===== src/rtl/uart_pkg.sv =====
// Shared types, defaults and helpers for the parametrised UART transmitter.
//   tx_state_t : transmitter FSM states
//   par_bit()  : parity of up to MAX_DATA_BITS data bits, optionally inverted for odd parity
package uart_pkg;

  localparam int unsigned DEF_BAUD_DIV  = 2604;
  localparam int unsigned DEF_DATA_BITS = 8;
  localparam int unsigned MAX_DATA_BITS = 9;

  typedef enum logic [2:0] {
    StIdle,
    StStart,
    StData,
    StParity,
    StStop
  } tx_state_t;

  // Unused upper bits must be zero; zero bits do not change the XOR.
  function automatic logic par_bit(input logic [MAX_DATA_BITS-1:0] data, input logic odd);
    return (^data) ^ odd;
  endfunction

endpackage


===== src/rtl/uart_tx_fifo_param_if.sv =====
// Producer-side valid/ready handshake of the UART transmitter.
//   tx_data  : word to send
//   tx_valid : producer offers tx_data
//   tx_ready : transmitter FIFO can accept a word this cycle
interface uart_tx_fifo_param_if #(
  parameter int unsigned DATA_BITS = 8
);
  logic [DATA_BITS-1:0] tx_data;
  logic                 tx_valid;
  logic                 tx_ready;

  modport master (output tx_data, output tx_valid, input tx_ready);
  modport slave (input tx_data, input tx_valid, output tx_ready);
endinterface


===== src/rtl/uart_tx_fifo.sv =====
// Synchronous FIFO feeding the UART transmitter.
//   clk, rst_n : clock, asynchronous active-low reset (discards contents)
//   i_push     : write i_data (ignored when full)
//   i_pop      : drop the head entry (ignored when empty)
//   o_head     : current head entry
//   o_count    : occupancy, one bit wider than the pointers
//   o_full     : o_count == DEPTH
//   o_empty    : o_count == 0
module uart_tx_fifo #(
  parameter int unsigned WIDTH = 8,
  parameter int unsigned DEPTH = 4
) (
  input  logic                     clk,
  input  logic                     rst_n,
  input  logic                     i_push,
  input  logic [WIDTH-1:0]         i_data,
  input  logic                     i_pop,
  output logic [WIDTH-1:0]         o_head,
  output logic [$clog2(DEPTH):0]   o_count,
  output logic                     o_full,
  output logic                     o_empty
);
  localparam int unsigned AW = $clog2(DEPTH);
  localparam logic [AW:0] CountFull = (AW + 1)'(DEPTH);

  logic [WIDTH-1:0] r_mem [DEPTH];
  logic [AW-1:0]    r_wptr;
  logic [AW-1:0]    r_rptr;
  logic [AW:0]      r_count;
  logic             w_push;
  logic             w_pop;

  assign o_full  = (r_count == CountFull);
  assign o_empty = (r_count == '0);
  assign o_count = r_count;
  assign o_head  = r_mem[r_rptr];
  assign w_push  = i_push && !o_full;
  assign w_pop   = i_pop && !o_empty;

  // Storage needs no reset: entries are only visible once counted.
  always_ff @(posedge clk) begin
    if (w_push) r_mem[r_wptr] <= i_data;
  end

  // Pointers wrap naturally because DEPTH is a power of two.
  always_ff @(posedge clk or negedge rst_n) begin
    if (!rst_n) begin
      r_wptr  <= '0;
      r_rptr  <= '0;
      r_count <= '0;
    end else begin
      if (w_push) r_wptr <= r_wptr + 1'b1;
      if (w_pop)  r_rptr <= r_rptr + 1'b1;
      unique case ({w_push, w_pop})
        2'b10:   r_count <= r_count + 1'b1;
        2'b01:   r_count <= r_count - 1'b1;
        default: r_count <= r_count;
      endcase
    end
  end

endmodule


===== src/rtl/uart_tx_fifo_param.sv =====
// Parametrised UART transmitter with input FIFO.
//   clk, rst_n   : clock, asynchronous active-low reset (aborts any frame, tx high at once)
//   i_bus        : producer handshake (tx_data / tx_valid / tx_ready)
//   o_tx         : serial line, idle high, driven straight from a flop
//   o_tx_busy    : high while a frame is on the line
//   o_tx_done    : one-cycle pulse after the last stop bit of each frame
//   o_fifo_count : FIFO occupancy
// Frame: start, DATA_BITS data LSB first, optional parity, STOP_BITS stop bits,
// each bit held for BAUD_DIV clocks. Queued words go out with no idle gap.
module uart_tx_fifo_param
  import uart_pkg::*;
#(
  parameter int unsigned DATA_BITS  = DEF_DATA_BITS,
  parameter int unsigned BAUD_DIV   = DEF_BAUD_DIV,
  parameter int unsigned PARITY_EN  = 0,
  parameter int unsigned PARITY_ODD = 0,
  parameter int unsigned STOP_BITS  = 1,
  parameter int unsigned FIFO_DEPTH = 4
) (
  input  logic                         clk,
  input  logic                         rst_n,
  uart_tx_fifo_param_if.slave          i_bus,
  output logic                         o_tx,
  output logic                         o_tx_busy,
  output logic                         o_tx_done,
  output logic [$clog2(FIFO_DEPTH):0]  o_fifo_count
);
  localparam int unsigned BW       = $clog2(BAUD_DIV);
  localparam logic [BW-1:0] BaudLast = BW'(BAUD_DIV - 1);
  localparam logic [3:0]  DataLast = 4'(DATA_BITS - 1);
  localparam logic [3:0]  StopLast = 4'(STOP_BITS - 1);
  localparam logic        ParOdd   = (PARITY_ODD != 0);

  tx_state_t            r_state;
  logic [BW-1:0]        r_baud;
  logic [3:0]           r_bit;
  logic [DATA_BITS-1:0] r_shift;
  logic                 r_par;
  logic                 r_tx;
  logic                 r_busy;
  logic                 r_done;

  logic [DATA_BITS-1:0] w_head;
  logic                 w_full;
  logic                 w_empty;
  logic                 w_tick;
  logic                 w_last_stop;
  logic                 w_pop;

  // tx_ready depends on occupancy only, never on a same-cycle pop.
  assign i_bus.tx_ready = !w_full;

  uart_tx_fifo #(
    .WIDTH (DATA_BITS),
    .DEPTH (FIFO_DEPTH)
  ) u_fifo (
    .clk     (clk),
    .rst_n   (rst_n),
    .i_push  (i_bus.tx_valid),
    .i_data  (i_bus.tx_data),
    .i_pop   (w_pop),
    .o_head  (w_head),
    .o_count (o_fifo_count),
    .o_full  (w_full),
    .o_empty (w_empty)
  );

  assign w_tick      = (r_baud == BaudLast);
  assign w_last_stop = (r_state == StStop) && w_tick && (r_bit == StopLast);
  // Pop from idle, or at the end of the last stop bit for a zero-gap follow-on frame.
  assign w_pop       = !w_empty && ((r_state == StIdle) || w_last_stop);

  always_ff @(posedge clk or negedge rst_n) begin
    if (!rst_n) begin
      r_state <= StIdle;
      r_baud  <= '0;
      r_bit   <= '0;
      r_shift <= '0;
      r_par   <= 1'b0;
      r_tx    <= 1'b1;
      r_busy  <= 1'b0;
      r_done  <= 1'b0;
    end else begin
      r_done <= 1'b0;
      if (r_state != StIdle) r_baud <= w_tick ? '0 : r_baud + 1'b1;

      unique case (r_state)
        StIdle: begin
          if (w_pop) begin
            r_state <= StStart;
            r_tx    <= 1'b0;
            r_busy  <= 1'b1;
          end
        end
        StStart: begin
          if (w_tick) begin
            r_state <= StData;
            r_tx    <= r_shift[0];
            r_shift <= r_shift >> 1;
            r_bit   <= '0;
          end
        end
        StData: begin
          if (w_tick) begin
            if (r_bit == DataLast) begin
              r_bit <= '0;
              if (PARITY_EN != 0) begin
                r_state <= StParity;
                r_tx    <= r_par;
              end else begin
                r_state <= StStop;
                r_tx    <= 1'b1;
              end
            end else begin
              r_bit   <= r_bit + 1'b1;
              r_tx    <= r_shift[0];
              r_shift <= r_shift >> 1;
            end
          end
        end
        StParity: begin
          if (w_tick) begin
            r_state <= StStop;
            r_tx    <= 1'b1;
            r_bit   <= '0;
          end
        end
        StStop: begin
          if (w_tick) begin
            if (r_bit == StopLast) begin
              r_bit  <= '0;
              r_done <= 1'b1;
              if (w_pop) begin
                r_state <= StStart;
                r_tx    <= 1'b0;
              end else begin
                r_state <= StIdle;
                r_busy  <= 1'b0;
                r_tx    <= 1'b1;
              end
            end else begin
              r_bit <= r_bit + 1'b1;
            end
          end
        end
        default: begin
          r_state <= StIdle;
          r_busy  <= 1'b0;
          r_tx    <= 1'b1;
        end
      endcase

      // Load only happens in idle or at the last stop tick, where the case leaves r_shift alone.
      if (w_pop) begin
        r_shift <= w_head;
        r_par   <= par_bit(MAX_DATA_BITS'(w_head), ParOdd);
      end
    end
  end

  assign o_tx      = r_tx;
  assign o_tx_busy = r_busy;
  assign o_tx_done = r_done;

endmodule


===== src/flat_wrapper.sv =====
// flat-port wrapper written by rule: the top's interface ports become plain ports
module uart_tx_fifo_param_flat import uart_pkg::*;
#(
  parameter int unsigned DATA_BITS  = DEF_DATA_BITS,
  parameter int unsigned BAUD_DIV   = DEF_BAUD_DIV,
  parameter int unsigned PARITY_EN  = 0,
  parameter int unsigned PARITY_ODD = 0,
  parameter int unsigned STOP_BITS  = 1,
  parameter int unsigned FIFO_DEPTH = 4
)
  (clk, rst_n, o_tx, o_tx_busy, o_tx_done, o_fifo_count, i_bus_tx_data, i_bus_tx_valid, i_bus_tx_ready);
  uart_tx_fifo_param_if #(.DATA_BITS(DATA_BITS)) i_bus_i ();
  input  logic clk;
  input  logic rst_n;
  output logic o_tx;
  output logic o_tx_busy;
  output logic o_tx_done;
  output logic [$clog2(FIFO_DEPTH):0] o_fifo_count;
  input wire logic [$bits(i_bus_i.tx_data)-1:0] i_bus_tx_data;
  input wire logic [$bits(i_bus_i.tx_valid)-1:0] i_bus_tx_valid;
  output wire logic [$bits(i_bus_i.tx_ready)-1:0] i_bus_tx_ready;
  assign i_bus_i.tx_data = i_bus_tx_data;
  assign i_bus_i.tx_valid = i_bus_tx_valid;
  assign i_bus_tx_ready = i_bus_i.tx_ready;
  uart_tx_fifo_param #(.DATA_BITS(DATA_BITS), .BAUD_DIV(BAUD_DIV), .PARITY_EN(PARITY_EN), .PARITY_ODD(PARITY_ODD), .STOP_BITS(STOP_BITS), .FIFO_DEPTH(FIFO_DEPTH)) u_core (.clk(clk), .rst_n(rst_n), .i_bus(i_bus_i), .o_tx(o_tx), .o_tx_busy(o_tx_busy), .o_tx_done(o_tx_done), .o_fifo_count(o_fifo_count));
endmodule

===== config.mk =====
export PLATFORM = sky130hd
export DESIGN_NAME = uart_tx_fifo_param_flat
export DESIGN_NICKNAME = d
export VERILOG_FILES = /design/src/rtl/uart_pkg.sv /design/src/rtl/uart_tx_fifo_param_if.sv /design/src/rtl/uart_tx_fifo.sv /design/src/rtl/uart_tx_fifo_param.sv /design/src/flat_wrapper.sv
export SDC_FILE = /design/constraint.sdc
export NUM_CORES = 1
export LEC_CHECK = 0
export ABC_AREA = 0
export CAP_MARGIN = 10
export CORE_ASPECT_RATIO = 1.2
export CORE_MARGIN = 8
export CORE_UTILIZATION = 59
export CTS_CLUSTER_SIZE = 28
export DETAILED_ROUTE_END_ITERATION = 12
export GPL_TIMING_DRIVEN = 0
export MAX_ROUTING_LAYER = met4
export PLACE_DENSITY = 0.78
export SLEW_MARGIN = 20
export SYNTH_ARGS = -nofsm -noshare
export SYNTH_HDL_FRONTEND = slang
export SYNTH_SLANG_ARGS = --single-unit

===== constraint.sdc =====
create_clock -name clk -period 3.1 [get_ports clk]
set_input_delay 0.62 -clock clk [delete_from_list [all_inputs] [get_ports clk]]
set_output_delay 0.62 -clock clk [all_outputs]
set_load 0.1 [all_outputs]

Yosys cells after proc, flatten, opt, wreduce, memory -nomap -nowiden --
Memories as Yosys holds them, arrays and structs flattened. Index checks and enable logic that the tools add are counted.
Cells by class: $add $sub $neg 6, muxes and demuxes 41, shift operators 0, equal/unequal tests 21, reductions and logical operators 22, multipliers 0, div/mod/pow operators 0, bitwise gates (word level) 1, $lt $le $gt $ge 0
Operator list (count):
- $mux 8 | 4
- $mux 3 | 7
- $mux 4 | 5
- $mux 1 | 18
- $pmux 8 s2 | 1
- $pmux 3 s5 | 1
- $add 12x1->12 const B | 1
- $eq 12x12->1 const B | 1
- $mux 12 | 1
- $ne 2x1->1 const B | 6
- $pmux 4 s3 | 1
- $reduce_bool 3->1 | 3
- $reduce_and 4->1 | 2
- $reduce_and 7->1 | 1
- $eq 3x2->1 const B | 2
- $eq 3x3->1 const B | 2
- $logic_not 3->1 | 2
- $ne 2x2->1 const B | 3
- $ne 3x2->1 const B | 2
- $pmux 3 s2 | 1
- $reduce_and 6->1 | 1
- $logic_and 1x1->1 | 5
- $pmux 1 s5 | 1
- $reduce_and 5->1 | 1
- 17 further kinds | 19
Storage, ports and cells: latch bits 0, register bits 37, bits in read-only memories 0, output and inout port bits 7, bits of input ports 11, memories kept 1, word-level logic and storage cells 102, RAM bits 32
Memory list:
- u_core.u_fifo.r_mem | words 4, width 8, read ports 1, clocked after Yosys merged registers in 0, write ports 1, RTL line uart_tx_fifo.sv:26 | logic [WIDTH-1:0] r_mem [DEPTH];

Logic depth before layout (Yosys ltp) --
depth after elaboration 9, depth in mapped cells 11, depth with buffers taken out 10

By module --
From an unflattened synthesis, not the netlist that was laid out.
Second synthesis, totals: cell total of the unflattened synthesis 246, area total of the unflattened synthesis 3205.6 µm²
Modules (own cells, without submodules):
- uart_tx_fifo_param | cells an instance 167, area an instance 1612.8 µm², sequential area each 752.0 µm², instances 1
- uart_tx_fifo | cells an instance 79, area an instance 1592.8 µm², sequential area each 1136.1 µm², instances 1

Worst setup path after synthesis --
Ideal clock, no wire load.
path kind register -> register, start point reg u_core.u_fifo.r_count[2] (netlist: u_core.u_fifo.o_count[2]), end point reg u_core.u_fifo.r_count[1] (netlist: u_core.u_fifo.o_count[1]), data required time 2.974 ns, slack -0.224 ns, setup time 0.126 ns, cell stages (with the launch flop) 7, data arrival time 3.198 ns, path buffers 0, period minus slack after synthesis 3.324 ns, path through dfrtp_1 > nand2_1 > and2_1 > inv_1 > ha_1 > fa_1 > mux2_2
On the way: elaborated cells between the ends (all ways) 11, those cells by class eq/ne (3); mux (1); reduce/logical (7)
RTL lines:
- start: declaration | RTL line uart_tx_fifo.sv:29 | logic [AW:0] r_count;
- start signal: assignment | RTL line uart_tx_fifo.sv:55 | 2'b10: r_count <= r_count + 1'b1;
- start signal: assignment | RTL line uart_tx_fifo.sv:56 | 2'b01: r_count <= r_count - 1'b1;
- start signal: assignment | RTL line uart_tx_fifo.sv:57 | default: r_count <= r_count;
- $eq 3x3->1 * | RTL line uart_tx_fifo.sv:33 | assign o_full = (r_count == CountFull);
- $logic_not 1->1 *
- via i_bus_tx_ready | RTL line flat_wrapper.sv:21 | output wire logic [$bits(i_bus_i.tx_ready)-1:0] i_bus_tx_ready;
- $logic_and 1x1->1 * | RTL line uart_tx_fifo.sv:37 | assign w_push = i_push && !o_full;
- $eq 2x1->1 / $eq 2x2->1 (equally long branches) | RTL line uart_tx_fifo.sv:54 | unique case ({w_push, w_pop})
- $pmux 3 s2 / $reduce_bool 2->1 (equally long branches)
Mark *: on every way through the listed nets, which the timed path passes. The rest lies on a longest branch. A chain may end at the register's enable or synchronous reset.

Worst setup path in the final report --
start point reg u_core.r_bit[0], end point reg u_core.u_fifo.r_count[1] (netlist: u_core.u_fifo.o_count[1])
On the way: longest elaborated chain between the ends 7, elaborated cells between the ends (all ways) 9, those cells by class eq/ne (2); mux (1); reduce/logical (6)
Ends and longest elaborated chain:
- start: declaration | RTL line uart_tx_fifo_param.sv:36 | logic [3:0] r_bit;
- start signal: assignment | RTL line uart_tx_fifo_param.sv:115 | r_bit <= r_bit + 1'b1;
- start signal: assignment | RTL line uart_tx_fifo_param.sv:142 | r_bit <= r_bit + 1'b1;
- $logic_not 4->1 * | RTL line uart_tx_fifo_param.sv:69 | assign w_last_stop = (r_state == StStop) && w_tick && (r_bit == StopLast);
- $logic_and 1x1->1 * | RTL line uart_tx_fifo_param.sv:69
- $logic_or 1x1->1 * | RTL line uart_tx_fifo_param.sv:71 | assign w_pop = !w_empty && ((r_state == StIdle) || w_last_stop);
- $logic_and 1x1->1 * | RTL line uart_tx_fifo_param.sv:71
- $logic_and 1x1->1 * | RTL line uart_tx_fifo.sv:38 | assign w_pop = i_pop && !o_empty;
- $eq 2x1->1 / $eq 2x2->1 (equally long branches) | RTL line uart_tx_fifo.sv:54
- $pmux 3 s2 / $reduce_bool 2->1 (equally long branches)
Every way passes the cells marked *; elsewhere a longest branch is shown, timed or not.

==> impl_results.md <==
* Switching share of total power at 38.1%
* Layout Skew at 0.0113 ns
* Simple-gate share of the synthesized area at 14.1%
* Startpoint Class: flop
* Core area at 0.00523 mm²
* Minimum clock period at 2.91 ns
* Adder-Cell Fraction of Synth Area at 3.82%
* GR Overflow Total at 0
* Final core occ at 69.6%
* Crit path DAT at 3.14 ns
* I/O pin cnt at 18
* Syn Nets at 261
* GP Congestion at 0.799
* Yosys top cell by area: edfxtp_1
* CP endpoint kind: flop
* Fin nets at 290
* Hold-fix buffers, CTS at 0
* Mapped Cells at 241
* Reg clk slew, reported paths at 0.08 ns
* Total track usage at 16.1%
* Count of final setup violators at 0
* Post-synth cell types at 51
* Final hold vios at 0
* Synth Flop Type: dfrtp_1
* Die ar. at 0.00794 mm²
* Sequential share of the synthesized area at 60.0%
* Width of the die at 82.7 µm
* Clock buffer count from CTS at 9
* Least-Margin Pin Slew at 0.996 ns
* RSZ-0062 raised after global routing: no
* Post-synth EDFFs at 32
* Sw Pwr at 0.00136 W
* Worst EP required at 3.33 ns
* Status: completed
* Fin crit share at 93.8%
* Post-Syn Area at 0.00315 mm²
* Share of cells above drive strength 1 at 15.6%
* First-pass GRT wire length at 9.17 mm
* Count leader, synth: dfrtp_1
* Routed wire length per instance at 15.7 µm
* Router iterations before antenna repair at 4
* CTS tree: built
* Post-Synth XOR/XNOR Area at 3.62%
* PnR worst setup slack at 0.193 ns
* Synth top cells by count: 36 x dfrtp_1, 32 x edfxtp_1, 28 x nand2_1
* Max_cap viols at 0
* Vias per cell at 5.55
* Yosys warning count at 0
* Synth area leaders: edfxtp_1 31%, dfrtp_1 29%, mux4_2 5.7%
* Initial antenna violation count at 0
* Power per cell area at 982 mW/mm²
* Share of synthesized area spent on multiplexers at 8.35%
* Leakage at 1.44 nW
* # placed instances at 321
* Post-Layout Cell Count at 337
* Number of global-route vias before repair at 1929
* Slew HR at 33.4%
* Total Wirelength at 5.30 mm
* DR DRC count at 0
* Internal at 0.00221 W
* Initial core utilization at 60.2%
* CTS resizes at 0
* CTS root buf: clkbuf_8
* Final max-slew violation count at 0
* Reg power frac at 38.9%
* Register bit total from synthesis at 69
* R2r setup slk at 0.19 ns
* Top cell type's share of synthesized area at 30.5%
* Synth Area in Compound Gates at 7.75%
* Clock Tree Buf Depth at 2
* Mean Syn Cell Area at 13.1 µm²
* Total vias in the final route at 1869
* Die span in y at 96 µm
* Area Overhead vs Synth at 15.5%
* Port Buffers at 17
* Clk_lat worst skew at 0.35 ns
* Worst Path Class, Setup: flop to flop
* Clock Sinks at 69
* Pwr Total at 0.00357 W
* Routed Antenna Nets at 0
* Postcts setup bufs at 0
* # rows at 29
* Diodes inserted at 0
* Pre-CTS setup slack at 0.191 ns
* HPWL after DPL at 3.70 mm
* Ys async rst share at 53.6%
* Hold Crit Class: input port to asynchronous set/reset pin
* Main combinational cell family by area after synthesis: simple AND/OR/NAND/NOR gates
* DR iter-0 viols at 122
* # fillers at 352
* Fmax at 344 MHz
* Setup tns final at 0 ns
* Maximum vdd ir drop at 717 µV
* Comb pwr share at 38.2%
* Largest net degree at the start of global routing at 27
* Crit-path max FO at 10
* Clock power share at 22.8%
* H-tree levels at 3
layer usage:
| layer | vias up | GRT usage [%] | wire, µm | share of wire [%] |
|---|---|---|---|---|
| met5 | - | - | 0 | 0 |
| met4 | 0 | 9.80 | 114 | 2.1 |
| met3 | 8 | 3.18 | 156 | 2.9 |
| met2 | 26 | 23.8 | 2520 | 48 |
| met1 | 886 | 19.9 | 2510 | 47 |
| li1 | 949 | - | - | - |
cell type report:
cell class / instances / area [µm²] / area share, %
Inverter: 7 / 26.3 / 0.723
Tap cell: 62 / 77.6 / 2.13
Clock inverter: 7 / 98.8 / 2.72
Multi-Input combinational cell: 156 / 1190 / 32.6
Sequential cell: 69 / 1890 / 51.9
Clock buffer: 9 / 124 / 3.41
Buffer: 9 / 48.8 / 1.34
Timing Repair Buffer: 18 / 185 / 5.09
final timing paths:
path	start	end	cells past startpoint
max	u_core.r_bit[0]	u_core.u_fifo.o_count[1]	9
min	rst_n	u_core.o_tx_busy	1
max reg2reg	u_core.r_bit[0]	u_core.u_fifo.o_count[1]	9
min reg2reg	u_core.r_shift[1]	u_core.r_shift[0]	2
max in group asynchronous	rst_n	u_core.o_tx	2
min in group clk	u_core.r_shift[1]	u_core.r_shift[0]	2
worst max-delay path: stages, from the launching register on:
cell and delay, ns:
dfrtp_1 0.42, inv_1 0.07, ha_1 0.13, or3b_1 0.43
nor4b_2 0.33, a31o_2 0.24, buf_2 0.23, ha_1 0.24
fa_1 0.43, mux2_2 0.28
cell families (layout without fill, tap and decap cells):
| kind of cell | after synthesis | count (layout) |
|---|---|---|
| AO/OA/AOI/OAI | 36 | 36 |
| multiplexers | 16 | 16 |
| adder cells (fa/ha/maj) | 9 | 9 |
| buffers and inverters | 16 | 50 |
| XOR/XNOR | 13 | 13 |
| flip-flops | 69 | 69 |
| AND/OR/NAND/NOR | 82 | 82 |
power by group through the flow:
| stage | logic, W | registers [W] | clock network [W] |
|---|---|---|---|
| floorplan | 0.000858 | 0.00161 | 0 |
| global placement | 0.00134 | 0.00140 | 0 |
| detailed placement | 0.00138 | 0.00141 | 0 |
| CTS | 0.00139 | 0.00139 | 0.000830 |
| global route | 0.00151 | 0.00142 | 0.000865 |
| finish | 0.00137 | 0.00139 | 0.000815 |
sequential cells by signal (all words and copies together) (netlist names), 2 cells and up:
signal,count
u_core.u_fifo.r_mem,32
u_core.r_baud,12
u_core.r_shift,8
u_core.r_bit,4
u_core.r_state,3
u_core.u_fifo.o_count,3
u_core.u_fifo.r_rptr,2
u_core.u_fifo.r_wptr,2
stage by stage:
stage	area [µm²]	hold WS, ns
after floorplan	3150	0.324
after detailed placement	3410	0.478
after CTS	3630	0.146
after global routing	3630	0.161
final	3630	0.149
after global placement	3400	0.467
cells in the final DEF, fill, tap and decap left out, types with 8 or more instances in the layout:
cell	synthesis	layout
dfrtp_1	36	36
edfxtp_1	32	32
nand2_1	28	27
clkdlybuf4s50_1	0	16
nor2_1	11	11
o21ai_0	9	9
clkbuf_8	0	9
nand3_1	8	8
mux4_2	8	8
ha_1	8	8
(Power assumes the default switching activity.)
